==> config.mk <==
export PLATFORM = sky130hd
export DESIGN_NAME = spi_boot_loader
export DESIGN_NICKNAME = d
export VERILOG_FILES = /design/src/rtl/spi_boot_loader_pkg.sv /design/src/rtl/spi_boot_loader_rx_shifter.sv /design/src/rtl/spi_boot_loader.sv
export SDC_FILE = /design/constraint.sdc
export NUM_CORES = 1
export LEC_CHECK = 0
export CAP_MARGIN = 20
export CORE_MARGIN = 5
export CORE_UTILIZATION = 51
export DETAILED_ROUTE_END_ITERATION = 8
export GPL_TIMING_DRIVEN = 0
export PLACE_DENSITY = 0.78
export SYNTH_ARGS = -nofsm -noshare
export SYNTH_HDL_FRONTEND = slang
export SYNTH_SLANG_ARGS = --single-unit
==> constraint.sdc <==
create_clock -name clk -period 2.41 [get_ports clk]
set_clock_uncertainty 0.15 [all_clocks]
set_input_delay 0.6025 -clock clk [delete_from_list [all_inputs] [get_ports clk]]
set_output_delay 0.6025 -clock clk [all_outputs]
set_load 0.03 [all_outputs]
==> src/rtl/spi_boot_loader_pkg.sv <==
// Shared definitions for the SPI boot loader: FSM encoding, SRAM address width
// and the default boot image window.
package spi_boot_loader_pkg;

  localparam int SRAM_ADDR_W = 18;

  localparam logic [SRAM_ADDR_W-1:0] DEF_BOOT_START_ADDR = 18'h0C000;
  localparam logic [SRAM_ADDR_W-1:0] DEF_BOOT_END_ADDR   = 18'h0FFFF;

  typedef enum logic [1:0] {
    IDLE  = 2'd0,
    RECV  = 2'd1,
    WRITE = 2'd2,
    DONE  = 2'd3
  } boot_state_t;

endpackage

==> src/rtl/spi_boot_loader_rx_shifter.sv <==
// SPI receive front end: synchronises the ARM SPI pins into clk, detects edges,
// and assembles MSB-first bytes, emitting a one-cycle byte_vld per complete byte.
module spi_rx_shifter #(
  parameter int SYNC_STAGES = 2
) (
  input  logic       clk,
  input  logic       reset_b,
  input  logic       arm_ss,
  input  logic       arm_sclk,
  input  logic       arm_mosi,
  output logic       byte_vld,
  output logic [7:0] byte_data,
  output logic       ss_fall,
  output logic       ss_rise,
  output logic       ss_act
);

  logic [SYNC_STAGES-1:0] ss_sync;
  logic [SYNC_STAGES-1:0] sclk_sync;
  logic [SYNC_STAGES-1:0] mosi_sync;
  logic                   ss_d;
  logic                   sclk_d;
  logic                   ss_s;
  logic                   sclk_s;
  logic                   mosi_s;
  logic                   sclk_rise;
  logic [2:0]             bit_cnt;
  logic [6:0]             shift_q;

  // Select and clock idle high, so their synchronisers reset high to avoid a
  // false edge when reset is released.
  always_ff @(posedge clk or negedge reset_b) begin
    if (!reset_b) begin
      ss_sync   <= '1;
      sclk_sync <= '1;
      mosi_sync <= '0;
      ss_d      <= 1'b1;
      sclk_d    <= 1'b1;
    end else begin
      ss_sync   <= (ss_sync << 1) | SYNC_STAGES'(arm_ss);
      sclk_sync <= (sclk_sync << 1) | SYNC_STAGES'(arm_sclk);
      mosi_sync <= (mosi_sync << 1) | SYNC_STAGES'(arm_mosi);
      ss_d      <= ss_s;
      sclk_d    <= sclk_s;
    end
  end

  assign ss_s      = ss_sync[SYNC_STAGES-1];
  assign sclk_s    = sclk_sync[SYNC_STAGES-1];
  assign mosi_s    = mosi_sync[SYNC_STAGES-1];
  assign sclk_rise = sclk_s & ~sclk_d;
  assign ss_fall   = ~ss_s & ss_d;
  assign ss_rise   = ss_s & ~ss_d;
  assign ss_act    = ~ss_s;

  // Counter is held clear whenever select is inactive, which also drops any
  // partial byte when select rises mid-byte.
  always_ff @(posedge clk or negedge reset_b) begin
    if (!reset_b) begin
      bit_cnt  <= 3'd0;
      byte_vld <= 1'b0;
    end else begin
      byte_vld <= 1'b0;
      if (ss_fall || !ss_act) begin
        bit_cnt <= 3'd0;
      end else if (sclk_rise) begin
        bit_cnt <= bit_cnt + 3'd1;
        if (bit_cnt == 3'd7) begin
          byte_vld <= 1'b1;
        end
      end
    end
  end

  always_ff @(posedge clk) begin
    if (ss_act && sclk_rise) begin
      shift_q <= {shift_q[5:0], mosi_s};
      if (bit_cnt == 3'd7) begin
        byte_data <= {shift_q, mosi_s};
      end
    end
  end

endmodule

==> src/rtl/spi_boot_loader.sv <==
// Boot loader: receives a boot image over SPI from the ARM and writes it byte by
// byte into SRAM, holding the CPU in reset (booting) until the load finishes.
// Optional running checksum of written bytes is enabled by SPI_BOOT_CHECKSUM_EN.
module spi_boot_loader
  import spi_boot_loader_pkg::*;
#(
  parameter logic [SRAM_ADDR_W-1:0] BOOT_START_ADDR = DEF_BOOT_START_ADDR,
  parameter logic [SRAM_ADDR_W-1:0] BOOT_END_ADDR   = DEF_BOOT_END_ADDR,
  parameter int                     SYNC_STAGES     = 2
) (
  input  logic                   clk,
  input  logic                   reset_b,
  input  logic                   arm_ss,
  input  logic                   arm_sclk,
  input  logic                   arm_mosi,
  output logic                   wr_req,
  input  logic                   wr_ack,
  output logic [SRAM_ADDR_W-1:0] wr_addr,
  output logic [7:0]             wr_data,
  output logic                   booting,
  output logic                   overrun,
  output logic [7:0]             checksum
);

  boot_state_t state;
  boot_state_t next_state;
  logic        byte_vld;
  logic [7:0]  byte_data;
  logic        ss_fall;
  logic        ss_rise;
  logic        ss_act;
  logic        ack_take;
  logic        at_end;
  logic        acked_any;
  logic        accept_byte;
  logic        drop_byte;

  spi_rx_shifter #(
    .SYNC_STAGES (SYNC_STAGES)
  ) u_rx (
    .clk       (clk),
    .reset_b   (reset_b),
    .arm_ss    (arm_ss),
    .arm_sclk  (arm_sclk),
    .arm_mosi  (arm_mosi),
    .byte_vld  (byte_vld),
    .byte_data (byte_data),
    .ss_fall   (ss_fall),
    .ss_rise   (ss_rise),
    .ss_act    (ss_act)
  );

  assign ack_take    = wr_req & wr_ack;
  assign at_end      = (wr_addr == BOOT_END_ADDR);
  assign accept_byte = (state == RECV) & byte_vld;
  assign drop_byte   = (state == WRITE) & byte_vld;

  always_ff @(posedge clk or negedge reset_b) begin
    if (!reset_b) begin
      state <= IDLE;
    end else begin
      state <= next_state;
    end
  end

  // A pending write always finishes before the select level decides whether
  // the load has ended; once any byte is acked, select rising ends the load.
  always_comb begin
    next_state = state;
    unique case (state)
      IDLE: begin
        if (ss_fall) begin
          next_state = RECV;
        end
      end
      RECV: begin
        if (byte_vld) begin
          next_state = WRITE;
        end else if (ss_rise) begin
          next_state = acked_any ? DONE : IDLE;
        end
      end
      WRITE: begin
        if (ack_take) begin
          next_state = (at_end || !ss_act) ? DONE : RECV;
        end
      end
      DONE: begin
        next_state = DONE;
      end
      default: begin
        next_state = IDLE;
      end
    endcase
  end

  always_ff @(posedge clk or negedge reset_b) begin
    if (!reset_b) begin
      wr_req    <= 1'b0;
      wr_addr   <= BOOT_START_ADDR;
      wr_data   <= 8'h00;
      overrun   <= 1'b0;
      acked_any <= 1'b0;
    end else begin
      if (accept_byte) begin
        wr_req  <= 1'b1;
        wr_data <= byte_data;
      end else if (ack_take) begin
        wr_req    <= 1'b0;
        acked_any <= 1'b1;
        if (!at_end) begin
          wr_addr <= wr_addr + SRAM_ADDR_W'(1);
        end
      end
      if (drop_byte) begin
        overrun <= 1'b1;
      end
    end
  end

  assign booting = (state != DONE);

`ifdef SPI_BOOT_CHECKSUM_EN
  logic [7:0] checksum_q;

  always_ff @(posedge clk or negedge reset_b) begin
    if (!reset_b) begin
      checksum_q <= 8'h00;
    end else if (ack_take) begin
      checksum_q <= checksum_q + wr_data;
    end
  end

  assign checksum = checksum_q;
`else
  assign checksum = 8'h00;
`endif

endmodule

==> out/qor.yml, run 1 <==
sta:
  slew_viol_final: 0
  maxSlewHeadroom: 0.387
  tightest_slew_ps: 919
  clock.fmax_ghz: 0.431
  period_minus_slack_ps: 2320
  hold_viol_final: 0
  fin_crit_sh: 0.964
  finalSetupViolCount: 0
  rsz0062_at_grt: "no"
drt:
  ant_nets: 0
  drc: 0
  wl_mm: 4.35
  vias: 1404
  viasPerCell: 5.09
  wire_per_inst_um: 15.8
  drtIter0Drc: 74
  dr.pass1.iters: 4
synthesis:
  ys_async_sr_fraction: 0.741
  synth_top_cell_area_share: 0.372
  synth_area_leader_cell: "dfrtp_1"
  ys_warn_count: 0
  yosysSeqAreaShare: 0.653
  synth_cells: 167
  synth.avg_cell_area_um2: 14.1
  synthTopCellsByArea: "dfrtp_1, edfxtp_1, dfstp_2"
  ys_ff_latch: 58
  synth_cell_types: 41
  synth_edf_count: 15
  ys.flop_type: "dfrtp_1"
  syn_area_um2: 2350
die:
  die_y_um: 77.9
  die_w_um: 77.9
  core_um2: 4410
  dieArea_um2: 6070
  initial_utilization: 0.533
  fp-row-count: 24
  io_pins: 43
placed_design:
  placedCellCount: 260
  hpwl_mm: 3.15
  io_buffers: 34
  gp_congestion: 0.737
setup_path:
  critical-path-top-delay-family: "buffers and inverters"
  crit_arrival_ps: 1570
  r2r-end: "u_rx.byte_data[1]$_DFFE_PP_"
  slowest_delay_ps: 680
  required_ps: 1660
  reg2reg_from: "u_rx.sclk_sync[1]$_DFF_PN1_"
  rrSetupSlack_ps: 200
  cp_num_buf_inv: 1
  r2r_cells: 3
  critPathMaxFanout: 4
  crit_path_end_kind: "primary output"
  worstSetupStartpointType: "flop"
  path_cells: "clkdlybuf4s50_1"
  critPathKind: "reg2out"
  crit_slowest_cell: "clkdlybuf4s50_1"
final_layout:
  antenna_cells: 0
  fin_cells: 276
  final_nets: 228
  final-seq-area_um2: 1540
  fin_util: 0.671
  multi_input_area_um2: 753
  drive_gt1_frac: 0.246
  final_common_cell: "dfrtp_1"
  num-fill-cells: 289
  syn_to_final_growth_pct: 25.8
  mostFrequentLayoutCells: "dfrtp_1, clkdlybuf4s50_1, edfxtp_1, clkbuf_8, xnor2_1"
run:
  drv_cap: 0
grt:
  grt_pass1_wl_mm: 7.36
  grt_pass1_vias: 1505
  track_usage: 0.158
  gr-total-overflow: 0
  antenna_found_initial: 0
  grt_start_max_net_pins: 44
cts:
  cts_root_buf: "clkbuf_8"
  h-tree-depth: 3
  cts_hold_buf: 0
  ctsResizeCount: 0
  clk_pin_slew_worst_paths_ps: 60
  numClockSinks: 58
  insertion_delay_ps: 320
  cts_inserted_buffers: 9
  cts_tree: "yes"
  clk_path_buf_depth: 2
  post-cts-setup-buffer-count: 0
status:
  outcome: "completed"
hold_path:
  hold_path_depth: 0
  min_to: "u_rx.mosi_sync[1]$_DFF_PN0_"
  hold_path_class: "reg2reg"
  hp-start: "u_rx.mosi_sync[0]$_DFF_PN0_"
pwr:
  p_leak_nw: 1.32
  peakVddDrop_v: 0.000320
  p_per_area_nw_per_um2: 652
  total_power_mw: 1.93
-- cell families (layout without fill, tap and decap cells) --
logic type / Yosys count / count (layout) / synth area share
other cells: 1 / 8 / 0.00159
simple gates: 52 / 52 / 0.137
buf+inv: 14 / 64 / 0.0383
fa+ha+maj: 3 / 3 / 0.0160
compound gates: 10 / 10 / 0.0324
xor+xnor: 17 / 17 / 0.0665
flops: 58 / 58 / 0.653
mux: 12 / 12 / 0.0558
-- synthesized netlist by cell type (3+ instances only) --
| cell type | number |
|---|---|
| ha_1 | 3 |
| buf_4 | 8 |
| edfxtp_1 | 15 |
| nor2_1 | 7 |
| inv_1 | 5 |
| mux2i_1 | 3 |
| a21oi_1 | 3 |
| xnor2_1 | 10 |
| dfrtp_1 | 35 |
| dfstp_2 | 8 |
| nand3_1 | 5 |
| nor3_1 | 3 |
| nand2_1 | 7 |
| and3_1 | 5 |
| nor2_2 | 3 |
| mux2_2 | 8 |
| nand4_1 | 4 |
| xor2_1 | 6 |
| and2_1 | 4 |
-- state kept, by name, summed over array words and instances (netlist names), 2 cells and up --
| register | count |
|---|---|
| u_rx.bit_cnt | 3 |
| wr_data | 8 |
| u_rx.byte_data | 8 |
| u_rx.mosi_sync | 2 |
| u_rx.shift_q | 7 |
| state | 2 |
| u_rx.sclk_sync | 2 |
| wr_addr | 18 |
| u_rx.ss_sync | 2 |
-- worst max-delay path by stage --
| stage | from | to | slack [ps] | cells past startpoint |
|---|---|---|---|---|
| global route | wr_addr[15]$_DFFE_PN1P_ | wr_addr[15] | 40 | 1 |
| detailed placement | wr_ack | wr_addr[17]$_DFFE_PN0P_ | -70 | 6 |
| floorplan | wr_addr[0]$_DFFE_PN0P_ | wr_addr[14]$_DFFE_PN1P_ | 450 | 6 |
| finish | wr_addr[15]$_DFFE_PN1P_ | wr_addr[15] | 90 | 1 |
| CTS | wr_addr[15]$_DFFE_PN1P_ | wr_addr[15] | 70 | 1 |
| global placement | reset_b | wr_addr[12]$_DFFE_PN0P_ | -420 | 1 |
-- layout make-up --
| cell class | count | share of cell area |
|---|---|---|
| Inverter | 5 | 0.00634 |
| Buffer | 9 | 0.0241 |
| Clock inverter | 3 | 0.00422 |
| Clock buffer | 13 | 0.0570 |
| Multi-Input combinational cell | 102 | 0.254 |
| Sequential cell | 58 | 0.519 |
| Tap cell | 52 | 0.0220 |
| Timing Repair Buffer | 34 | 0.113 |
-- power breakdown --
part / switching, mW / internal (mW) / leakage, nW / total [mW]
logic: 0.0561 / 0.0336 / 0.539 / 0.0897
clock network: 0.347 / 0.449 / 0.0945 / 0.796
registers: 0.0151 / 1.03 / 0.687 / 1.05
total: 0.419 / 1.51 / 1.32 / 1.93
-- layer usage --
metal	part of all wire	track usage	up-vias
li1	-	-	677
met1	0.39	0.179	678
met2	0.54	0.273	41
met3	0.047	0.0347	8
met4	0.021	0.0912	0
met5	0	0	-
-- per-stage QoR --
stage	hold slack (ps)	TNS (ps)	setup WS (ps)	cell area, um2
finish	204	0	87.8	2960
global route	207	0	44.6	2960
CTS	205	0	68.5	2960
detailed placement	190	-96.5	-66.9	2780
global placement	186	-14760	-417	2790
floorplan	157	0	447	2380
Power figures use the tool's default switching activity.
==> inputs of run 2 (changes only) <==
--- a/config.mk
+++ b/config.mk
@@ -6,7 +6,7 @@
 export NUM_CORES = 1
 export LEC_CHECK = 0
 export CAP_MARGIN = 20
-export CORE_MARGIN = 5
+export CORE_MARGIN = 1
 export CORE_UTILIZATION = 51
 export DETAILED_ROUTE_END_ITERATION = 8
 export GPL_TIMING_DRIVEN = 0
==> run 2 against run 1 <==
  * Register-to-register slack better by 40 ps
  * Power down 0.96%
  * Combinational power about the same
  * Clock power is 2% lower
  * Global-route usage up 3.4 points
  * Critical path depth did not move
  * Sequential cell count unchanged
  * Count of clock-buffer cells in the layout unchanged
  * Critical path type unchanged
  * Highest routed layer unchanged
  * Largest cell class unchanged
  * Non-clock buffer count unchanged
==> out/qor.yml, run 2 (synthesis results as in run 1) <==
pwr:
  p_comb_frac: 0.047
  switching_share: 0.222
  p_sw_mw: 0.425
  clkPwrFrac: 0.407
  p_int_mw: 1.49
  p_leak_nw: 1.32
  peakVddDrop_v: 0.000410
  seqPwrFrac: 0.546
  p_per_area_nw_per_um2: 647
setup_path:
  cp_num_buf_inv: 1
  required_ps: 1660
  rrSetupSlack_ps: 240
  crit_arrival_ps: 1570
  crit_slowest_cell: "clkdlybuf4s50_1"
  crit_path_end_kind: "primary output"
  critical-path-top-delay-family: "buffers and inverters"
  critPathKind: "reg2out"
  r2r_cells: 3
  slowest_delay_ps: 680
  worstSetupStartpointType: "flop"
  critPathMaxFanout: 4
  r2r-end: "u_rx.byte_data[6]$_DFFE_PP_"
  reg2reg_from: "u_rx.sclk_sync[1]$_DFF_PN1_"
  path_cells: "clkdlybuf4s50_1"
placed_design:
  hpwl_mm: 2.77
  gp_congestion: 0.769
  preCtsSetupSlack_ps: -67.1
  io_buffers: 34
sta:
  clock.fmax_ghz: 0.430
  slew_viol_final: 0
  period_minus_slack_ps: 2320
  finalSetupViolCount: 0
  tightest_slew_ps: 915
  maxSlewHeadroom: 0.390
  fin_crit_sh: 0.964
  hold_viol_final: 0
  rsz0062_at_grt: "no"
  setup_slack_ps: 86.2
cts:
  numClockSinks: 58
  post-cts-setup-buffer-count: 0
  insertion_delay_ps: 330
  cts_tree: "yes"
  ctsResizeCount: 0
  h-tree-depth: 3
  cts_hold_buf: 0
  cts_inserted_buffers: 9
  clk_pin_slew_worst_paths_ps: 60
  clk_path_buf_depth: 2
  cts_root_buf: "clkbuf_8"
final_layout:
  drive_gt1_frac: 0.250
  antenna_cells: 0
  multi_input_area_um2: 753
  fin_util: 0.674
  final_nets: 228
  largest_register_ffs: 18
  final_common_cell: "dfrtp_1"
  mostFrequentLayoutCells: "dfrtp_1, clkdlybuf4s50_1, edfxtp_1, clkbuf_8, xnor2_1"
  largestRegisters: "wr_addr: 18 flops, u_rx.byte_data: 8 flops, wr_data: 8 flops"
  num-fill-cells: 310
  final-seq-area_um2: 1540
  top_register: "wr_addr"
  syn_to_final_growth_pct: 25.5
grt:
  grt_pass1_wl_mm: 6.97
  antenna_found_initial: 0
  use_met3: 0.0563
  use_met1: 0.230
  grt_start_max_net_pins: 44
  met2_usage: 0.311
  gr-total-overflow: 0
  top_usage_layer: "met2"
  grt_pass1_vias: 1428
  track_usage: 0.192
drt:
  drc: 0
  dr.pass1.iters: 5
  viasPerCell: 5.12
  drtIter0Drc: 60
  wl_mm: 3.93
  ant_nets: 0
  wire_per_inst_um: 14.2
  vias: 1412
hold_path:
  hold_path_class: "reg2reg"
  hold_path_depth: 0
  hp-start: "u_rx.mosi_sync[0]$_DFF_PN0_"
  min_to: "u_rx.mosi_sync[1]$_DFF_PN0_"
die:
  initial_utilization: 0.537
  die_y_um: 69.9
  die_w_um: 69.9
  dieArea_um2: 4890
  core_um2: 4380
  io_pins: 43
  fp-row-count: 24
run:
  drv_cap: 0
status:
  outcome: "completed"
[run 2: cell counts in the layout (fill, tap and decap cells not counted)]
No cell type changed its count.
[run 2: worst max-delay path by stage]
stage,from,endpoint,cells after the start
after CTS,wr_addr[15]$_DFFE_PN1P_,wr_addr[15],1
after floorplan,wr_addr[0]$_DFFE_PN0P_,wr_addr[14]$_DFFE_PN1P_,6
after global routing,state[0]$_DFFE_PN0P_,booting,2
after detailed placement,wr_ack,wr_addr[17]$_DFFE_PN0P_,6
final,wr_addr[15]$_DFFE_PN1P_,wr_addr[15],1
after global placement,reset_b,wr_addr[13]$_DFFE_PN0P_,1
[run 2: final cells by class]
cell class,count,area share
well taps,52,0.0220
clock buffers,13,0.0538
repair buffers,34,0.114
plain buffers,9,0.0241
multi-input cells,102,0.255
clock inverters,3,0.00508
flip-flops and latches,58,0.520
inverters,5,0.00635
[run 2: power by group through the flow]
| stage | Sequential [mW] | Clock (mW) | Combinational [mW] |
|---|---|---|---|
| after floorplan | 1.07 | 0 | 0.0419 |
| after global placement | 1.06 | 0 | 0.0888 |
| after detailed placement | 1.06 | 0 | 0.0906 |
| after CTS | 1.04 | 0.788 | 0.0909 |
| after global routing | 1.05 | 0.845 | 0.0975 |
| final | 1.04 | 0.778 | 0.0897 |
[run 2: worst register-to-register path, delay by kind of cell, from the launching register on]
family	cells	cell delay, ps
and+or+nand+nor	3	1150
DFF	1	530
[run 2: per-layer routing]
layer / vias to the layer above / share of wire
met1: 703 / 0.43
met5: - / 0
li1: 668 / -
met2: 33 / 0.51
met3: 8 / 0.036
met4: 0 / 0.025
[run 2: metrics by stage]
stage / setup TNS [ps] / power (mW) / cells / cell area, um2 / hold slack (ps)
final: 0 / 1.91 / 276 / 2950 / 205
after global routing: 0 / 1.99 / 276 / 2950 / 215
after CTS: 0 / 1.92 / 276 / 2950 / 205
after detailed placement: -105 / 1.15 / 260 / 2780 / 196
after global placement: -14160 / 1.15 / 260 / 2790 / 186
after floorplan: 0 / 1.11 / 174 / 2380 / 157
==> inputs of run 3 (changes only) <==
--- a/config.mk
+++ b/config.mk
@@ -11,6 +11,7 @@
 export DETAILED_ROUTE_END_ITERATION = 8
 export GPL_TIMING_DRIVEN = 0
 export PLACE_DENSITY = 0.78
+export SKIP_CTS_REPAIR_TIMING = 1
 export SYNTH_ARGS = -nofsm -noshare
 export SYNTH_HDL_FRONTEND = slang
 export SYNTH_SLANG_ARGS = --single-unit
==> results of run 3 <==
Final layout, timing and power as in run 2 (identical DEF).
